File: src/rtl/bep_pkg.sv
// bep_pkg: shared widths and default timing constants for the edge front end and pulse timer
package bep_pkg;
    localparam int TIMER_W           = 8;
    localparam int DEF_SYNC_STAGES   = 2;
    localparam int DEF_FILTER_CYCLES = 3;
    localparam int DEF_IDLE_CYCLES   = 255;
    localparam int MIN_TIMING        = 9;
    localparam int MAX_TIMING        = 18;
endpackage

File: src/rtl/bep_sync_chain.sv
// bep_sync_chain: STAGES-deep flop chain bringing an asynchronous input into the clock domain
module bep_sync_chain import bep_pkg::*; #(
    parameter int STAGES = DEF_SYNC_STAGES
) (
    input  logic clock,
    input  logic reset,
    input  logic d,
    output logic q
);
    logic [STAGES-1:0] chain_q, chain_d;
    // shift the raw input one stage deeper each clock
    always_comb chain_d = {chain_q[STAGES-2:0], d};
    // chain register, cleared asynchronously
    always_ff @(posedge clock or posedge reset)
        if (reset) chain_q <= '0;
        else       chain_q <= chain_d;
    assign q = chain_q[STAGES-1];
endmodule

File: src/rtl/input_edge_conditioner.sv
// input_edge_conditioner: synchronise, debounce and edge-detect digital_in, flag idle line
// optional glitch_count output enabled by defining BEP_GLITCH_COUNT_EN
module input_edge_conditioner import bep_pkg::*; #(
    parameter int SYNC_STAGES   = DEF_SYNC_STAGES,
    parameter int FILTER_CYCLES = DEF_FILTER_CYCLES,
    parameter int IDLE_CYCLES   = DEF_IDLE_CYCLES
) (
    input  logic               clock,
    input  logic               reset,
    input  logic               digital_in,
    output logic               filtered_out,
    output logic               pos_edge,
    output logic               neg_edge,
    output logic               line_idle
`ifdef BEP_GLITCH_COUNT_EN
    ,
    output logic [TIMER_W-1:0] glitch_count
`endif
);
    localparam logic [TIMER_W-1:0] FCNT_MAX = TIMER_W'(FILTER_CYCLES - 1);
    localparam logic [TIMER_W-1:0] ICNT_MAX = TIMER_W'(IDLE_CYCLES);
    logic               synced, differ, commit;
    logic               level_q, level_d, pos_q, pos_d, neg_q, neg_d;
    logic [TIMER_W-1:0] fcnt_q, fcnt_d, icnt_q, icnt_d;

    bep_sync_chain #(.STAGES(SYNC_STAGES)) u_sync (
        .clock (clock),
        .reset (reset),
        .d     (digital_in),
        .q     (synced)
    );

    // accept a new level only after it has disagreed for FILTER_CYCLES synced samples
    always_comb begin
        differ  = synced != level_q;
        commit  = differ && fcnt_q == FCNT_MAX;
        level_d = commit ? synced : level_q;
        fcnt_d  = (!differ || commit) ? '0 : fcnt_q + 1'b1;
        pos_d   = commit && synced;
        neg_d   = commit && !synced;
        icnt_d  = commit ? '0 : (icnt_q == ICNT_MAX ? icnt_q : icnt_q + 1'b1);
    end

    // filter, strobe and idle state
    always_ff @(posedge clock or posedge reset)
        if (reset) begin
            level_q <= 1'b0;
            fcnt_q  <= '0;
            icnt_q  <= '0;
            pos_q   <= 1'b0;
            neg_q   <= 1'b0;
        end else begin
            level_q <= level_d;
            fcnt_q  <= fcnt_d;
            icnt_q  <= icnt_d;
            pos_q   <= pos_d;
            neg_q   <= neg_d;
        end

    assign filtered_out = level_q;
    assign pos_edge     = pos_q;
    assign neg_edge     = neg_q;
    assign line_idle    = icnt_q == ICNT_MAX;

`ifdef BEP_GLITCH_COUNT_EN
    logic [TIMER_W-1:0] gcnt_q, gcnt_d;
    // a glitch is a partial count abandoned because synced fell back to the level
    always_comb gcnt_d = (!differ && fcnt_q != '0 && gcnt_q != '1) ? gcnt_q + 1'b1 : gcnt_q;
    // saturating glitch counter, cleared only by reset
    always_ff @(posedge clock or posedge reset)
        if (reset) gcnt_q <= '0;
        else       gcnt_q <= gcnt_d;
    assign glitch_count = gcnt_q;
`endif
endmodule

File: config.mk
export PLATFORM = sky130hd
export DESIGN_NAME = input_edge_conditioner
export DESIGN_NICKNAME = d
export VERILOG_FILES = /design/src/rtl/bep_pkg.sv /design/src/rtl/bep_sync_chain.sv /design/src/rtl/input_edge_conditioner.sv
export SDC_FILE = /design/constraint.sdc
export NUM_CORES = 1
export LEC_CHECK = 0
export ABC_AREA = 0
export ABC_CLOCK_PERIOD_IN_PS = 1800
export CORE_MARGIN = 2
export CORE_UTILIZATION = 53
export CTS_BUF_LIST = sky130_fd_sc_hd__clkbuf_4 sky130_fd_sc_hd__clkbuf_8
export CTS_CLUSTER_SIZE = 10
export DETAILED_ROUTE_END_ITERATION = 8
export PLACE_DENSITY = 0.79
export SETUP_SLACK_MARGIN = 0.4
export SKIP_CTS_REPAIR_TIMING = 1
export SYNTH_ARGS = -nofsm -noshare
export SYNTH_HDL_FRONTEND = slang
export SYNTH_SLANG_ARGS = --single-unit
File: constraint.sdc
create_clock -name clock -period 1.8 [get_ports clock]
set_clock_uncertainty 0.15 [all_clocks]
set_input_delay 0.36 -clock clock [delete_from_list [all_inputs] [get_ports clock]]
set_output_delay 0.36 -clock clock [all_outputs]
set_load 0.01 [all_outputs]
# [Word-level counts from Yosys, hierarchy flattened]
# Cells that the tools add are included.
[totals] regBits=21 elab_cells=21
[op_classes] n_addsub=2 n_eq_ne=4 mux=3 reduce_logical=6
[ops] op="$mux W8" n=3
[ops] op="$add A8 B1 Y8 const B" n=2
[ops] op="$eq A8 B2 Y1 const B" n=1
[ops] op="$eq A8 B8 Y1 const B" n=1
[ops] op="$logic_and A1 B1 Y1" n=3
[ops] op="$logic_not A1 Y1" n=2
[ops] op="$ne A2 B1 Y1 const B" n=1
[ops] op="$logic_or A1 B1 Y1" n=1
[ops] op="$ne A1 B1 Y1" n=1

# [Longest topological paths before layout]
# Gate-level depths: netlist of the first run.
[logic_depth] ltp_word=4 mapped_depth=5 depth_no_buf=5

# [Hierarchy]
# From an unflattened synthesis of the first run, not the netlist that was laid out.
[hier_totals] cells_unflattened=96 area_unflattened_um2=996.0
[by_module_without_submodules] mod="input_edge_conditioner" instances=1 cells_each=93 area_each_um2=942.2
[by_module_without_submodules] mod="bep_sync_chain" instances=1 cells_each=3 area_each_um2=53.8

# [Least setup slack after synthesis of the first run]
# OpenSTA, ideal clock, no wires.
[synth_timing] kind="register -> register" start="reg fcnt_q[0]" end="reg level_q, in the netlist filtered_out" arrival_ns=1.593 t_required_ns=1.525 slack_ns=-0.068 path_stages_with_launch=6 n_path_buf=0 period_less_slack_ns=1.868 cell_sequence="dfrtp_1 inv_1 ha_1 or3b_2 or2_4 mux2_4"
[synth_between] elab_chain_len=2
[synth_lines] element="start, declared" line_no="input_edge_conditioner.sv:24" source="logic [TIMER_W-1:0] fcnt_q, fcnt_d, icnt_q, icnt_d;"
[synth_lines] element="start signal, assigned" line_no="input_edge_conditioner.sv:54" source="fcnt_q <= fcnt_d;"
[synth_lines] element="$eq A8 B2 Y1" line_no="input_edge_conditioner.sv:36" source="commit = differ && fcnt_q == FCNT_MAX;"
[synth_lines] element="$logic_and A1 B1 Y1" line_no="input_edge_conditioner.sv:36"
[synth_lines] element="end signal, assigned" line_no="input_edge_conditioner.sv:53" source="level_q <= level_d;"
[synth_lines] element="end, declared" line_no="input_edge_conditioner.sv:23" source="logic level_q, level_d, pos_q, pos_d, neg_q, neg_d;"
# No other way between the ends.
# A chain may end at the register's enable or synchronous reset.

# [Worst setup path in the final report of the first run]
# Ends and elaborated chain as after synthesis.

==> key figures, run 1 <==
Drt
  • M1 WL: approximately 970 µm
  • Wire per inst: between 15 and 20 µm
  • Met3 WL: ~90 µm
  • Vias per cell: roughly 6
  • Via count: ~870
  • Metal2 WL: 1160 µm
  • Highest metal used: met4
  • Routed wire length: between 2000 and 2500 µm
  • Post-DRT Antenna Nets: 0
  • Number of detailed-route iterations in the first pass: 4
  • Initial DRC count: 23
  • DR DRC count: 0

Critical path
  • Startpoint types: flop
  • Crit Path Max Fanout: 3
  • CP endpoint: filtered_out
  • Critical path type: reg2reg
  • Reg2reg end: filtered_out
  • CP startpoint: fcnt_q[0]
  • Reg2Reg Depth: 5
  • Setup crit end kind: flop
  • Arr. time, crit path: 1870 ps
  • Worst EP required: about 1900 ps
  • RR Startpoint: fcnt_q[0]
  • Reg2Reg Setup Slack: -20 ps

Synth
  • Mux contribution to synthesized area: 1.54%
  • Compound-cell area share of the yosys netlist: a little over an eighth
  • Synthesized area per cell: about 11 µm²
  • Sequential-to-total area share from yosys stat: 54.0%
  • Async SR Flop Fraction: 100%
  • XOR/XNOR Fraction of Synth Area: ~3.6%
  • Syn Inst Count: 91
  • Area share of and/or/nand/nor cells after synthesis: around 22%
  • Most numerous cell in the Yosys netlist: dfrtp_1
  • Mapped Nets: 97
  • Synth warn: 0
  • Synth Area in Adders: 3.86%
  • Yosys top cell area share: 54.0%
  • Top cells by area, synth: dfrtp_1 54%, ha_1 3.9%, a21oi_1 3.1%, nor2_1 2.7%, a31oi_1 2.6%
  • Ys flop type: dfrtp_1
  • Synth unique cells: 29
  • Main combinational cell family by area after synthesis: simple AND/OR/NAND/NOR gates
  • EDFF count, synth: 0
  • Synthesized flop and latch total: 21
  • Most common library cells after synthesis: 21 x dfrtp_1, 7 x nor2_1, 6 x a21oi_1
  • Mapped Area: ~970 µm²
  • Dominant cell type by area after synthesis: dfrtp_1

Placed design
  • GP Congestion: between 0.8 and 0.9
  • Hpwl dp: between 1000 and 1500 µm
  • Worst slack at placement: -55.6 ps
  • Port Buffer Count: 6

Clock network
  • Clock tree sinks: 21
  • Worst-path clk slew: between 100 and 150 ps
  • CTS Root Cell: clkbuf_4
  • TritonCTS clock tree: yes
  • H-Tree Level Count: 1
  • Clock Path Buffers: 2
  • CTS buffer count: 3
  • Clock Latency Late Sink: 300 ps

Layout
  • Layout cell share with drive strength beyond 1: around 40%
  • Area growth, synth to finish: 40.2%
  • Post-layout net count: ~130
  • Ant. Diodes: 0
  • Area of the multi-input gates: ~520 µm²
  • Fillers: 119
  • Core Util, Final: 79.1%
  • FF+latch area: 527 µm²

Die
  • Floorplan core area: between 0.0015 and 0.002 mm²
  • Total Die Area: 0.00220 mm²
  • I/O Pins: 7
  • Row count: 15
  • Initial core utilization: roughly 56%
  • Die width: 46.9 µm
  • Height of the die: ~47 µm

Power and ir drop
  • Leak: approximately 0.63 nW
  • Internal power: about 1.1 mW
  • Worst vdd ir: ~0.00094 V
  • Combinational share of power: between 40% and 50%
  • PnR Total Power: around 1.8 mW
  • Reg power frac: just under 40%
  • Switching pwr: about 0.66 mW
  • Switch share: roughly 37%
  • Power Dens Cells: around 1300 mW/mm²
  • Clk network pwr share: approximately an eighth

STA
  • Setup ws final: -19.2 ps
  • Unrepaired setup endpoints after global routing: yes
  • Fin. Hold Viols: 0
  • TNS Setup: -22.6 ps
  • Final setup fails: 2
  • Slew Limit Headroom: between 70% and 80%
  • Least-Margin Pin Slew: roughly 450 ps
  • Minimum clock period: approximately 1800 ps
  • Final Max Tran Viols: 0
  • WHS: 222 ps
  • Fmax: between 500 and 600 MHz
  • Final Cycle Share: 101%

Outcome
  • Failing checks: setup timing
  • Result of the run: complete, but fails checks

Global route
  • Grt ovf: 0
  • Initial antenna violation count: 0
  • First-pass GRT wire length: between 3000 and 4000 µm
  • Total GRT Usage: between 20 and 25%
  • Vias in the first global route: approximately 800
  • Pin count of the biggest net entering global routing: 22

Worst hold path
  • Class of the worst hold path: reg2reg

Run
  • Max-Cap Viols: 0
[how the worst min path moves through the flow]
| stage | startpoint | to | slack, ps | cells past startpoint |
|---|---|---|---|---|
| floorplan | u_sync.chain_q[0] | u_sync.chain_q[1] | 180 | 0 |
| detailed placement | u_sync.chain_q[0] | u_sync.chain_q[1] | 190 | 0 |
| CTS | reset | fcnt_q[4] | 230 | 3 |
| global route | u_sync.chain_q[0] | u_sync.chain_q[1] | 240 | 0 |
| finish | u_sync.chain_q[0] | u_sync.chain_q[1] | 220 | 0 |
| global placement | u_sync.chain_q[0] | u_sync.chain_q[1] | 190 | 0 |
[cell type report]
class                   count  area share (%)
inverters                   3           0.825
multi-input cells          66            37.8
well taps                  25            2.29
clock inverters             1           0.367
repair buffers             28            18.5
flip-flops and latches     21            38.6
clock buffers               3            1.65
[cell usage in the layout, fill, tap and decap left out, types with 2 or more instances in the layout]
master           netlist  final
or3_1                  3      3
nand3_1                5      5
ha_1                   3      2
xor2_1                 2      2
and4_1                 2      2
a311oi_1               2      2
clkbuf_4               0      3
o21ai_0                4      4
nand2_1                5      4
nor3b_2                0      2
nand4_1                2      2
dlymetal6s2s_1         0      2
clkdlybuf4s50_1        0      2
nor3_2                 1      3
and3_1                 3      2
buf_6                  0      4
buf_4                  0     19
a21oi_1                6      3
a21oi_2                0      3
inv_1                  3      2
nor2_1                 7      6
xnor2_1                2      2
dfrtp_1               21     20
a31oi_1                4      4
[power groups by stage]
stage,logic (mW),registers [mW],clock network (mW)
detailed placement,0.686,0.690,0
global placement,0.650,0.681,0
CTS,0.701,0.682,0.231
finish,0.858,0.688,0.227
floorplan,0.357,0.724,0
global route,0.931,0.700,0.253
[registers in the layout, summed over array words and instances (netlist names)]
| signal | flops |
|---|---|
| filtered_out | 1 |
| pos_edge | 1 |
| u_sync.chain_q | 2 |
| fcnt_q | 8 |
| icnt_q | 8 |
| neg_edge | 1 |
[stage by stage]
step	std cells	cell area [µm²]
finish	147	1370
global route	147	1370
CTS	144	1250
detailed placement	140	1230
global placement	140	1230
floorplan	91	996
[kinds of logic after synthesis]
logic type                 count (synthesis)
AOI/OAI and AO/OA                         20
xor gates and xnor gates                   4
adders and majority gates                  3
buffers and inverters                      4
DFF                                       21
muxes                                      1
and+or+nand+nor                           38
[critical path, stage by stage (launching register included)]
cell	delay, ps
dfrtp_1	390
inv_1	60
ha_1	140
or3b_4	410
or2_4	270
mux2_4	290
[routing by layer]
metal  vias up  track usage, %
met1       421            26.6
met4         0            13.3
li1        397               -
met3        16            3.85
met2        39            35.6
met5         -               0
Power figures use the tool's default switching activity.
==> run 2, diff against run 1 <==
--- a/config.mk
+++ b/config.mk
@@ -5,8 +5,6 @@
 export SDC_FILE = /design/constraint.sdc
 export NUM_CORES = 1
 export LEC_CHECK = 0
-export ABC_AREA = 0
-export ABC_CLOCK_PERIOD_IN_PS = 1800
 export CORE_MARGIN = 2
 export CORE_UTILIZATION = 53
 export CTS_BUF_LIST = sky130_fd_sc_hd__clkbuf_4 sky130_fd_sc_hd__clkbuf_8
==> results of run 2 <==
Same layout as run 1: the final DEF is identical, and so are final timing and power.
==> run 3, diff against run 2 <==
--- a/config.mk
+++ b/config.mk
@@ -5,7 +5,7 @@
 export SDC_FILE = /design/constraint.sdc
 export NUM_CORES = 1
 export LEC_CHECK = 0
-export CORE_MARGIN = 2
+export ABC_CLOCK_PERIOD_IN_PS = 1800
 export CORE_UTILIZATION = 53
 export CTS_BUF_LIST = sky130_fd_sc_hd__clkbuf_4 sky130_fd_sc_hd__clkbuf_8
 export CTS_CLUSTER_SIZE = 10
==> run 3 against run 2 <==
Effect of this change:
- the flow still finishes with violations (setup timing)
- power grew 1.9%
- global-route usage fell by 1.5 points
- clock power fell by 4%
- first-iteration DRC count increased by 4.3%
- sequential share of layout area about the same
- setup slack got worse by 24 ps
- count of clock-buffer cells in the layout stayed put
- worst hold slack got worse by 11 ps
- register-to-register slack lost 20 ps
- final area shrank 0.27%
- via count shrank 4.9%
- critical path type unchanged
- largest power group unchanged
==> key figures, run 3 (synthesis gave the netlist of run 1 again) <==
Die
  • Row count: 15 (unchanged)
  • Total Die Area: 0.00201 mm² (-8.4%)
  • I/O Pins: 7 (unchanged)
  • Floorplan core area: 0.00173 mm² (unchanged)
  • Die width: 44.9 µm (-4.3%)
  • Initial core utilization: 56.4% (unchanged)
  • Height of the die: 44.9 µm (-4.3%)

Power and ir drop
  • Internal power: 1.15 mW (+3.0%)
  • Reg power frac: 37.6% (-1.2 points)
  • Worst vdd ir: 0.00103 V (+9.1%)
  • Combinational share of power: 50.2% (+1.8 points)
  • Switch share: 36.4% (-0.66 points)
  • Power Dens Cells: 1330 mW/mm² (+2.2%)
  • Leak: 0.606 nW (-4.3%)
  • Switching pwr: 0.658 mW (+0.10%)
  • Clk network pwr share: 12.1% (-0.7 points)

STA
  • Least-Margin Pin Slew: 313 ps (-133 ps)
  • Unrepaired setup endpoints after global routing: yes
  • Slew Limit Headroom: 79.0% (+8.9 points)
  • Final setup fails: 1 (-1)
  • Fin. Hold Viols: 0 (unchanged)
  • Fmax: 542 MHz (-1.3%)
  • Final Max Tran Viols: 0 (unchanged)
  • Final Cycle Share: 102% (+1.3 points)
  • Minimum clock period: 1840 ps (+24.2 ps)
  • WHS: 211 ps (-11.1 ps)
  • Setup ws final: -43.4 ps (-24.2 ps)

Outcome
  • Result of the run: complete, but fails checks
  • Failing checks: setup timing

Run
  • Max-Cap Viols: 0 (unchanged)

Critical path
  • CP startpoint: fcnt_q[0]
  • Setup crit end kind: flop
  • Arr. time, crit path: 1890 ps (+20 ps)
  • Worst EP required: 1840 ps (about the same)
  • Reg2Reg Setup Slack: -40 ps (-20 ps)
  • RR Startpoint: fcnt_q[0]
  • Crit Path Max Fanout: 4 (+1)
  • Critical path type: reg2reg
  • Startpoint types: flop
  • Reg2reg end: filtered_out
  • Reg2Reg Depth: 5 (unchanged)

Placed design
  • Worst slack at placement: -36.2 ps (+19.4 ps)
  • GP Congestion: 0.809 (-2.8%)
  • Post-Place Cells: 139 (-0.71%)
  • Port Buffer Count: 6 (unchanged)
  • Hpwl dp: 1370 µm (-7.9%)

Global route
  • Initial antenna violation count: 0 (unchanged)
  • Total GRT Usage: 20.3% (-1.5 points)
  • Pin count of the biggest net entering global routing: 22 (unchanged)
  • Vias in the first global route: 719 (-11%)
  • First-pass GRT wire length: 2980 µm (-11%)
  • Grt ovf: 0 (unchanged)

Layout
  • Commonest cells after routing, fill and taps aside: 21 x dfrtp_1, 17 x buf_4, 5 x nand3_1
  • Fillers: 109 (-8.4%)
  • Post-layout net count: 128 (-0.78%)
  • Commonest non-fill, non-tap cell in the layout: dfrtp_1
  • Ant. Diodes: 0 (unchanged)
  • Area growth, synth to finish: 39.8%
  • Post-route insts no fill: 146 (-0.68%)
  • Layout cell share with drive strength beyond 1: 43.8% (+3.6 points)
  • Largest regs: fcnt_q: 8 flops, icnt_q: 8 flops, u_sync.chain_q: 2 flops

Drt
  • Via count: 830 (-4.9%)
  • Initial DRC count: 24 (+4.3%)
  • Wire per inst: 14.0 µm (-13%)
  • Post-DRT Antenna Nets: 0 (unchanged)
  • Routed wire length: 2050 µm (-13%)
  • Number of detailed-route iterations in the first pass: 4 (unchanged)
  • DR DRC count: 0 (unchanged)
  • Vias per cell: 5.68 (-4.3%)

Worst hold path
  • Hold Path Depth: 0 (unchanged)
  • Hold EP: u_sync.chain_q[1]
  • Class of the worst hold path: reg2reg
  • Worst hold start: u_sync.chain_q[0]

Clock network
  • Worst-path clk slew: 110 ps (about the same)
  • CTS buffer count: 3 (unchanged)
  • TritonCTS clock tree: yes
  • Clock Path Buffers: 2 (unchanged)
  • Clock Latency Late Sink: 300 ps (about the same)
  • CTS Root Cell: clkbuf_4
  • Clock tree sinks: 21 (unchanged)
  • H-Tree Level Count: 1 (unchanged)
## run 3: layer usage
metal	wire [µm]	part of all wire, %	global-route usage (%)	up-vias
met1	919	45	28.1	410
met3	96	4.7	4.40	0
met4	0	0	7.88	0
li1	-	-	-	394
met5	0	0	0	-
met2	1030	50	31.2	26
## run 3: cell type report
class | instances | area, µm² | share of cell area (%)
clock buffers | 3 | 22.5 | 1.65
clock inverters | 1 | 5.00 | 0.368
inverters | 3 | 11.3 | 0.827
multi-input cells | 66 | 546 | 40.1
flip-flops and latches | 21 | 526 | 38.6
well taps | 25 | 31.3 | 2.30
repair buffers | 27 | 220 | 16.2
## run 3: power by group through the flow
| stage | sequential (mW) | combinational (mW) | clock (mW) |
|---|---|---|---|
| 2_1_floorplan | 0.724 | 0.357 | 0 |
| 3_3_place_gp | 0.686 | 0.634 | 0 |
| 3_5_place_dp | 0.692 | 0.657 | 0 |
| 4_1_cts | 0.682 | 0.658 | 0.230 |
| 5_1_grt | 0.692 | 0.996 | 0.249 |
| 6_report | 0.680 | 0.908 | 0.219 |
## run 3: how the worst max path moves through the flow
| stage | endpoint | cells after the start |
|---|---|---|
| 5_1_grt | filtered_out | 5 |
| 3_5_place_dp | line_idle | 5 |
| 2_1_floorplan | filtered_out | 3 |
| 3_3_place_gp | line_idle | 5 |
| 6_report | filtered_out | 5 |
| 4_1_cts | line_idle | 5 |
## run 3: critical path: stages, from the launching register on
cell and delay [ps]:
dfrtp_1 410, inv_2 80, ha_4 120, or3b_4 410, or2_4 290, mux2_4 290
## run 3: metrics by stage
step           area (µm²)  setup TNS (ps)  power [mW]  util, %
2_1_floorplan         996               0        1.08        -
3_3_place_gp         1220           -10.7        1.32     70.6
3_5_place_dp         1220           -36.2        1.35     70.6
4_1_cts              1250            -441        1.57     72.2
5_1_grt              1360            -110        1.94     78.8
6_report             1360           -43.4        1.81     78.8
